--- src/rtl/uart_acc_pkg.sv ---
// Shared types and constants for the UART frame accumulator.
// Contents: FSM state encoding, error code values, default terminator bytes,
// and a helper that recognises the byte that opens a terminator sequence.
package uart_acc_pkg;

  typedef enum logic [1:0] {
    IDLE  = 2'd0,
    ACCUM = 2'd1,
    TERM2 = 2'd2,
    HOLD  = 2'd3
  } state_e;

  localparam logic [1:0] ERR_NONE     = 2'd0;
  localparam logic [1:0] ERR_OVERFLOW = 2'd1;
  localparam logic [1:0] ERR_TIMEOUT  = 2'd2;
  localparam logic [1:0] ERR_PROTOCOL = 2'd3;

  localparam logic [7:0] DEF_TERM_SINGLE = 8'h0D;
  localparam logic [7:0] DEF_TERM_HI     = 8'hBE;
  localparam logic [7:0] DEF_TERM_LO     = 8'hEF;

  // True when byte b starts the terminator for the given mode
  // (the whole terminator in mode 0, its first byte in mode 1).
  function automatic logic term_start(input logic [7:0] b,
                                      input logic       dual,
                                      input logic [7:0] t_single,
                                      input logic [7:0] t_hi);
    return dual ? (b == t_hi) : (b == t_single);
  endfunction

endpackage

--- src/rtl/uart_acc_timeout_timer.sv ---
// Inter-byte timeout counter for the UART frame accumulator.
// Latency: expired is combinational from the count, asserted in the cycle the
// count would reach TIMEOUT. No backpressure.
// Ports: clk, reset (async, active-high), clr (zero the count, wins over run),
// run (count this cycle), expired (one-cycle pulse at the TIMEOUT-th run cycle).
import uart_acc_pkg::*;

module uart_acc_timeout_timer #(
  parameter int TIMEOUT = 2000
) (
  input  logic clk,
  input  logic reset,
  input  logic clr,
  input  logic run,
  output logic expired
);

  // The count only needs to reach TIMEOUT-1: the cycle that would make it
  // TIMEOUT is the expiry cycle itself.
  localparam int CNT_W = (TIMEOUT > 2) ? $clog2(TIMEOUT) : 1;
  localparam logic [CNT_W-1:0] LAST = CNT_W'(TIMEOUT - 1);

  logic [CNT_W-1:0] cnt_q, cnt_d;

  assign expired = run && !clr && (cnt_q == LAST);

  always_comb begin
    cnt_d = cnt_q;
    if (clr) begin
      cnt_d = '0;
    end else if (run) begin
      cnt_d = expired ? '0 : cnt_q + CNT_W'(1);
    end
  end

  always_ff @(posedge clk or posedge reset) begin
    if (reset) begin
      cnt_q <= '0;
    end else begin
      cnt_q <= cnt_d;
    end
  end

endmodule

--- src/rtl/uart_frame_accumulator.sv ---
// Collects UART RX bytes into a frame until a single (mode 0) or dual (mode 1)
// terminator, then holds the frame on frame_valid/frame_ready.
// Latency: frame_valid is set by the edge sampling the last terminator byte;
// err_valid/overrun are registered one-cycle pulses. Backpressure: while a
// frame waits for frame_ready, incoming bytes are dropped and flagged on overrun.
// Ports: clk, reset (async, active-high); in_data/in_valid byte strobe; mode
// terminator select; frame_data/frame_len/frame_valid/frame_ready frame output;
// err_valid/err_code (1 overflow, 2 timeout, 3 protocol); overrun; busy.
// Build option: define UART_ACC_XOR_CHECK_EN to require the payload (including
// its trailing checksum byte) to XOR to zero before a frame is delivered.
import uart_acc_pkg::*;

module uart_frame_accumulator #(
  parameter int         MAX_BYTES   = 128,
  parameter int         TIMEOUT     = 2000,
  parameter logic [7:0] TERM_SINGLE = DEF_TERM_SINGLE,
  parameter logic [7:0] TERM_HI     = DEF_TERM_HI,
  parameter logic [7:0] TERM_LO     = DEF_TERM_LO,
  parameter int         LEN_W       = $clog2(MAX_BYTES + 1)
) (
  input  logic                   clk,
  input  logic                   reset,
  input  logic [7:0]             in_data,
  input  logic                   in_valid,
  input  logic                   mode,
  output logic [MAX_BYTES*8-1:0] frame_data,
  output logic [LEN_W-1:0]       frame_len,
  output logic                   frame_valid,
  input  logic                   frame_ready,
  output logic                   err_valid,
  output logic [1:0]             err_code,
  output logic                   overrun,
  output logic                   busy
);

  state_e                 state_q, state_d;
  logic [MAX_BYTES*8-1:0] data_q, data_d;
  logic [LEN_W-1:0]       len_q, len_d;
  logic                   mode_q, mode_d;
  logic [1:0]             err_code_q, err_code_d;
  logic                   err_valid_q, err_valid_d;
  logic                   overrun_q, overrun_d;

  logic                   err_hit;
  logic [1:0]             err_kind;
  logic                   frame_ok;
  logic                   tmr_clr, tmr_run, tmr_expired;

`ifdef UART_ACC_XOR_CHECK_EN
  logic [7:0] xor_q, xor_d;
  assign frame_ok = (xor_q == 8'h00);
`else
  assign frame_ok = 1'b1;
`endif

  // Timer only runs while a frame is open and the line is quiet; any byte
  // (including one landing on the expiry cycle) restarts it.
  assign tmr_clr = in_valid || (state_q == IDLE) || (state_q == HOLD);
  assign tmr_run = ((state_q == ACCUM) || (state_q == TERM2)) && !in_valid;

  uart_acc_timeout_timer #(
    .TIMEOUT (TIMEOUT)
  ) u_timer (
    .clk     (clk),
    .reset   (reset),
    .clr     (tmr_clr),
    .run     (tmr_run),
    .expired (tmr_expired)
  );

  always_comb begin
    state_d     = state_q;
    data_d      = data_q;
    len_d       = len_q;
    mode_d      = mode_q;
    err_code_d  = err_code_q;
    err_valid_d = 1'b0;
    overrun_d   = 1'b0;
    err_hit     = 1'b0;
    err_kind    = ERR_NONE;
`ifdef UART_ACC_XOR_CHECK_EN
    xor_d       = xor_q;
`endif

    unique case (state_q)
      IDLE: begin
        // A terminator with nothing before it is an empty frame: ignore it.
        if (in_valid && !term_start(in_data, mode, TERM_SINGLE, TERM_HI)) begin
          data_d      = '0;
          data_d[7:0] = in_data;
          len_d       = LEN_W'(1);
          mode_d      = mode;
          state_d     = ACCUM;
`ifdef UART_ACC_XOR_CHECK_EN
          xor_d       = in_data;
`endif
        end
      end

      ACCUM: begin
        if (in_valid) begin
          if (!mode_q && (in_data == TERM_SINGLE)) begin
            if (frame_ok) begin
              state_d = HOLD;
            end else begin
              err_hit  = 1'b1;
              err_kind = ERR_PROTOCOL;
            end
          end else if (mode_q && (in_data == TERM_HI)) begin
            state_d = TERM2;
          end else if (len_q < LEN_W'(MAX_BYTES)) begin
            for (int i = 0; i < MAX_BYTES; i++) begin
              if (len_q == LEN_W'(i)) begin
                data_d[8*i +: 8] = in_data;
              end
            end
            len_d = len_q + LEN_W'(1);
`ifdef UART_ACC_XOR_CHECK_EN
            xor_d = xor_q ^ in_data;
`endif
          end else begin
            err_hit  = 1'b1;
            err_kind = ERR_OVERFLOW;
          end
        end else if (tmr_expired) begin
          err_hit  = 1'b1;
          err_kind = ERR_TIMEOUT;
        end
      end

      TERM2: begin
        if (in_valid) begin
          if ((in_data == TERM_LO) && frame_ok) begin
            state_d = HOLD;
          end else begin
            err_hit  = 1'b1;
            err_kind = ERR_PROTOCOL;
          end
        end else if (tmr_expired) begin
          err_hit  = 1'b1;
          err_kind = ERR_TIMEOUT;
        end
      end

      HOLD: begin
        // Frame is frozen until the consumer takes it; bytes are lost meanwhile.
        if (in_valid) begin
          overrun_d = 1'b1;
        end
        if (frame_ready) begin
          state_d = IDLE;
        end
      end

      default: begin
        state_d = IDLE;
      end
    endcase

    // Any error abandons the partial frame; frame_valid is never raised for it.
    if (err_hit) begin
      state_d     = IDLE;
      err_valid_d = 1'b1;
      err_code_d  = err_kind;
    end
  end

  always_ff @(posedge clk or posedge reset) begin
    if (reset) begin
      state_q     <= IDLE;
      data_q      <= '0;
      len_q       <= '0;
      mode_q      <= 1'b0;
      err_code_q  <= ERR_NONE;
      err_valid_q <= 1'b0;
      overrun_q   <= 1'b0;
`ifdef UART_ACC_XOR_CHECK_EN
      xor_q       <= 8'h00;
`endif
    end else begin
      state_q     <= state_d;
      data_q      <= data_d;
      len_q       <= len_d;
      mode_q      <= mode_d;
      err_code_q  <= err_code_d;
      err_valid_q <= err_valid_d;
      overrun_q   <= overrun_d;
`ifdef UART_ACC_XOR_CHECK_EN
      xor_q       <= xor_d;
`endif
    end
  end

  assign frame_data  = data_q;
  assign frame_len   = len_q;
  assign frame_valid = (state_q == HOLD);
  assign err_valid   = err_valid_q;
  assign err_code    = err_code_q;
  assign overrun     = overrun_q;
  assign busy        = (state_q != IDLE);

endmodule

--- config.mk ---
export PLATFORM = sky130hd
export DESIGN_NAME = uart_frame_accumulator
export DESIGN_NICKNAME = d
export VERILOG_FILES = /design/src/rtl/uart_acc_pkg.sv /design/src/rtl/uart_acc_timeout_timer.sv /design/src/rtl/uart_frame_accumulator.sv
export SDC_FILE = /design/constraint.sdc
export NUM_CORES = 2
export LEC_CHECK = 0
export BUFFER_PORTS_ARGS = -buffer_cell sky130_fd_sc_hd__buf_2
export CAP_MARGIN = 15
export CORE_AREA = 2 2 412 414
export DETAILED_ROUTE_END_ITERATION = 6
export DIE_AREA = 0 0 414 416
export MAX_ROUTING_LAYER = met4
export PLACE_DENSITY = 0.45
export SKIP_LAST_GASP = 1
export SYNTH_ARGS = -nofsm -noshare
export SYNTH_HDL_FRONTEND = slang
export SYNTH_SLANG_ARGS = --single-unit
--- constraint.sdc ---
create_clock -name clk -period 90.3 [get_ports clk]
set_input_delay 4.515 -clock clk [delete_from_list [all_inputs] [get_ports clk]]
set_output_delay 4.515 -clock clk [all_outputs]
set_load 0.01 [all_outputs]
==> impl_metrics.py <==
metrics = {
    "run_status": {
        "status": "complete, no violations",
    },
    "sta": {
        "setup_viol": 0,
        "max_freq_mhz": 117,
        "hold_slack_ns": 0.486,
        "min_period_ns": 8.57,
        "grt_setup_unrepaired": "no",
        "slew_headroom_pct": 17.4,
        "final_max_slew_viol_count": 0,
        "finClkSkew_ns": 0.0349,
        "fin_crit_sh_pct": 9.49,
        "setup_tns_ns": 0,
        "hold_viol_final": 0,
        "worstMarginPinSlew_ns": 1.24,
    },
    "setup_path": {
        "startpoint_type": "input pin",
        "crit_family": "buffers and inverters",
        "crit_top_cell": "buf_4",
        "timing.critical_path.buf_inv": 7,
        "crit_path_top_delay_cell": "buf_4",
        "reg2reg_from": "state_q[0]$_DFFE_PP0P_",
        "crit_path_end_kind": "async pin",
        "worstPathArrival_ns": 9.32,
        "rrSetupSlack_ns": 85.93,
        "crit_chain": "buf_2 -> inv_8 -> buf_4 -> buf_4 -> buf_4 -> buf_4 -> buf_4",
        "crit_type": "input pin to async pin",
        "crit_required_ns": 91.05,
        "r2r_end": "frame_data[74]$_DFFE_PP0P_",
        "reg2reg_depth": 8,
        "slowest_delay_ns": 0.81,
        "path_max_fanout": 115,
    },
    "synthesis": {
        "syn_avg_cell_area_um2": 10.5,
        "yosysTopAreaCell": "dfrtp_1",
        "synth_warnings": 0,
        "synth_flop_cell": "dfrtp_1",
        "synth_top_area_share_pct": 63.3,
        "ys_seq_elements": 1050,
        "netlist_area_mm2": 0.0415,
        "synthArstFlopShare_pct": 100,
        "yosys-top-cells-area": "dfrtp_1 (63%), nand3_1 (9.8%), o21ai_0 (6.6%)",
        "synth_nets": 3970,
        "netlist_instances": 3947,
        "ys_seq_area_share_pct": 63.3,
        "ys_types": 55,
        "synth_edf_count": 0,
    },
    "power": {
        "p_sw_mw": 0.400,
        "power_frac_seq_pct": 40.5,
        "p_comb_share_pct": 17.7,
        "vdd_drop_max_uv": 18.2,
        "p_per_area_mw_per_mm2": 22.9,
        "clkPwrFrac_pct": 41.9,
        "power.leakage_nw": 25.4,
        "p_int_mw": 0.799,
        "p_sw_share_pct": 33.4,
        "p_total_mw": 1.20,
    },
    "global_route": {
        "grt_usage_pct": 21.4,
        "grt.busiest_layer": "met2",
        "grt_max_degree": 214,
        "grt_pass1_vias": 33500,
        "grtUsageMet3_pct": 4.71,
        "grt.overflow.total": 0,
        "grt_pass1_wl_um": 264000,
        "globalRouteMet1Util_pct": 26.3,
        "grt_util_met2_pct": 34.7,
        "antenna_found_initial": 4,
    },
    "floorplan": {
        "num_rows": 151,
        "die_x_um": 414,
        "dieArea_mm2": 0.172,
        "die_h_um": 416,
        "start_util_pct": 24.7,
        "io_pins": 1051,
        "core_region_area_mm2": 0.168,
    },
    "finish": {
        "final_cells": 7069,
        "drive_gt1_share_pct": 28.5,
        "fillers": 17700,
        "final_cell_mix": "dfrtp_1 (1050), buf_2 (1050), nand3_1 (811)",
        "area_growth_syn_to_layout_pct": 26.2,
        "nNetsFinal": 4773,
    },
    "hold_path": {
        "holdPathEnd": "frame_data[0]$_DFFE_PP0P_",
        "hold_path_depth": 1,
        "worstHoldStart": "frame_data[0]$_DFFE_PP0P_",
        "hold_class": "flop to flop",
    },
    "routing": {
        "postRouteAntennaNets": 0,
        "drtPass1Iterations": 5,
        "wirelength_um": 185000,
        "drt_iter0_drc": 2772,
        "wl_per_cell_um": 26.2,
        "drc_errors": 0,
        "via_per_inst": 4.91,
        "via_count": 34700,
    },
    "clock_tree": {
        "ctsHoldBuffers": 0,
        "cts_buffer_depth": 3,
        "htreeDepth": 3,
        "cts_resized": 0,
        "numCtsBuffers": 119,
        "cts_num_sinks": 1050,
        "cts_root_buffer": "clkbuf_16",
        "cts_setup_buffers": 0,
        "insertion_delay_ns": 0.76,
        "cts_tree": "done",
        "clk_pin_slew_ns": 0.06,
    },
    "placement": {
        "dpl.hpwl_um": 122000,
        "gp_congestion": 0.805,
        "placed_cells": 6847,
        "numPortBuffers": 1050,
    },
    "run": {
        "maxCapViolCount": 0,
    },
}
layout make-up:
| type | count | area, µm² | share of cell area (%) |
|---|---|---|---|
| Antenna cell | 2 | 5.00 | 0.00955 |
| Clock buffer | 184 | 3530 | 6.74 |
| Clock inverter | 36 | 508 | 0.969 |
| Inverter | 10 | 45.0 | 0.0859 |
| Multi-Input combinational cell | 2447 | 13400 | 25.6 |
| Sequential cell | 1050 | 26300 | 50.1 |
| Tap cell | 2218 | 2780 | 5.29 |
| Timing Repair Buffer | 1122 | 5880 | 11.2 |
power groups by stage:
stage	Clock, mW	Sequential [mW]	Combinational [mW]
after floorplan	0	0.495	0.122
after global placement	0	0.493	0.219
after detailed placement	0	0.493	0.219
after CTS	0.517	0.485	0.219
after global routing	0.534	0.485	0.228
final	0.502	0.485	0.212
cells by family after synthesis:
logic type      count (synthesis)  share of synthesized area, %
fa+ha+maj                      10                         0.301
simple gates                 1095                          13.3
mux                            26                         0.657
xor+xnor                        3                        0.0633
compound gates               1313                          17.6
buf+inv                       450                          4.80
flops                        1050                          63.3
Yosys cell counts (3+ instances only):
cell / number
dfrtp_1: 1050
nand3_1: 814
o21ai_0: 548
o21ai_1: 472
o211ai_1: 265
clkbuf_1: 234
buf_2: 184
nor2_1: 110
nand2_1: 65
nand3_2: 28
or2_1: 21
buf_4: 17
mux2i_1: 16
or2_2: 11
ha_1: 10
inv_1: 10
mux2_1: 8
nor2b_1: 8
nand4_1: 7
nand2b_1: 5
o31ai_1: 5
a21oi_1: 4
nor3_1: 4
or3_1: 4
a31oi_1: 3
and2_1: 3
buf_1: 3
or2_0: 3
xor2_1: 3
how the worst max path moves through the flow:
stage / startpoint / endpoint / slack, ns / depth (start not counted)
floorplan: reset / err_code[0]$_DFFE_PP0P_ / 56.23 / 1
global placement: reset / frame_data[432]$_DFFE_PP0P_ / 80.74 / 7
detailed placement: reset / frame_data[481]$_DFFE_PP0P_ / 80.77 / 7
CTS: reset / frame_data[433]$_DFFE_PP0P_ / 81.62 / 7
global route: reset / frame_data[333]$_DFFE_PP0P_ / 81.04 / 7
finish: reset / frame_data[901]$_DFFE_PP0P_ / 81.73 / 7
worst register-to-register path: cells and delay by family, from the launching register on:
kind | cells | cell delay [ns]
buf+inv | 3 | 2.07
fa+ha+maj | 1 | 0.31
flops | 1 | 0.41
simple gates | 3 | 1.33
compound gates | 1 | 0.15
per-stage QoR:
stage / utilization, % / setup slack, ns / cell area (µm²)
after floorplan: - / 56.23 / 41500
after global placement: 28.8 / 80.74 / 48400
after detailed placement: 28.8 / 80.77 / 48400
after global routing: 31.2 / 81.04 / 52400
final: 31.2 / 81.73 / 52400
after CTS: 31.2 / 81.62 / 52400
sequential cells by signal (all words and copies together) (netlist names):
signal and cells:
err_code 2, err_valid 1, frame_data 1024, frame_len 8
mode_q 1, overrun 1, state_q 2, u_timer.cnt_q 11
layer usage:
metal	up-vias	routed length [µm]
met1	17600	77700
li1	15800	-
met4	0	6520
met3	253	11000
met2	1057	89600
met5	-	0
No activity file was read; power rests on OpenSTA's default activity.
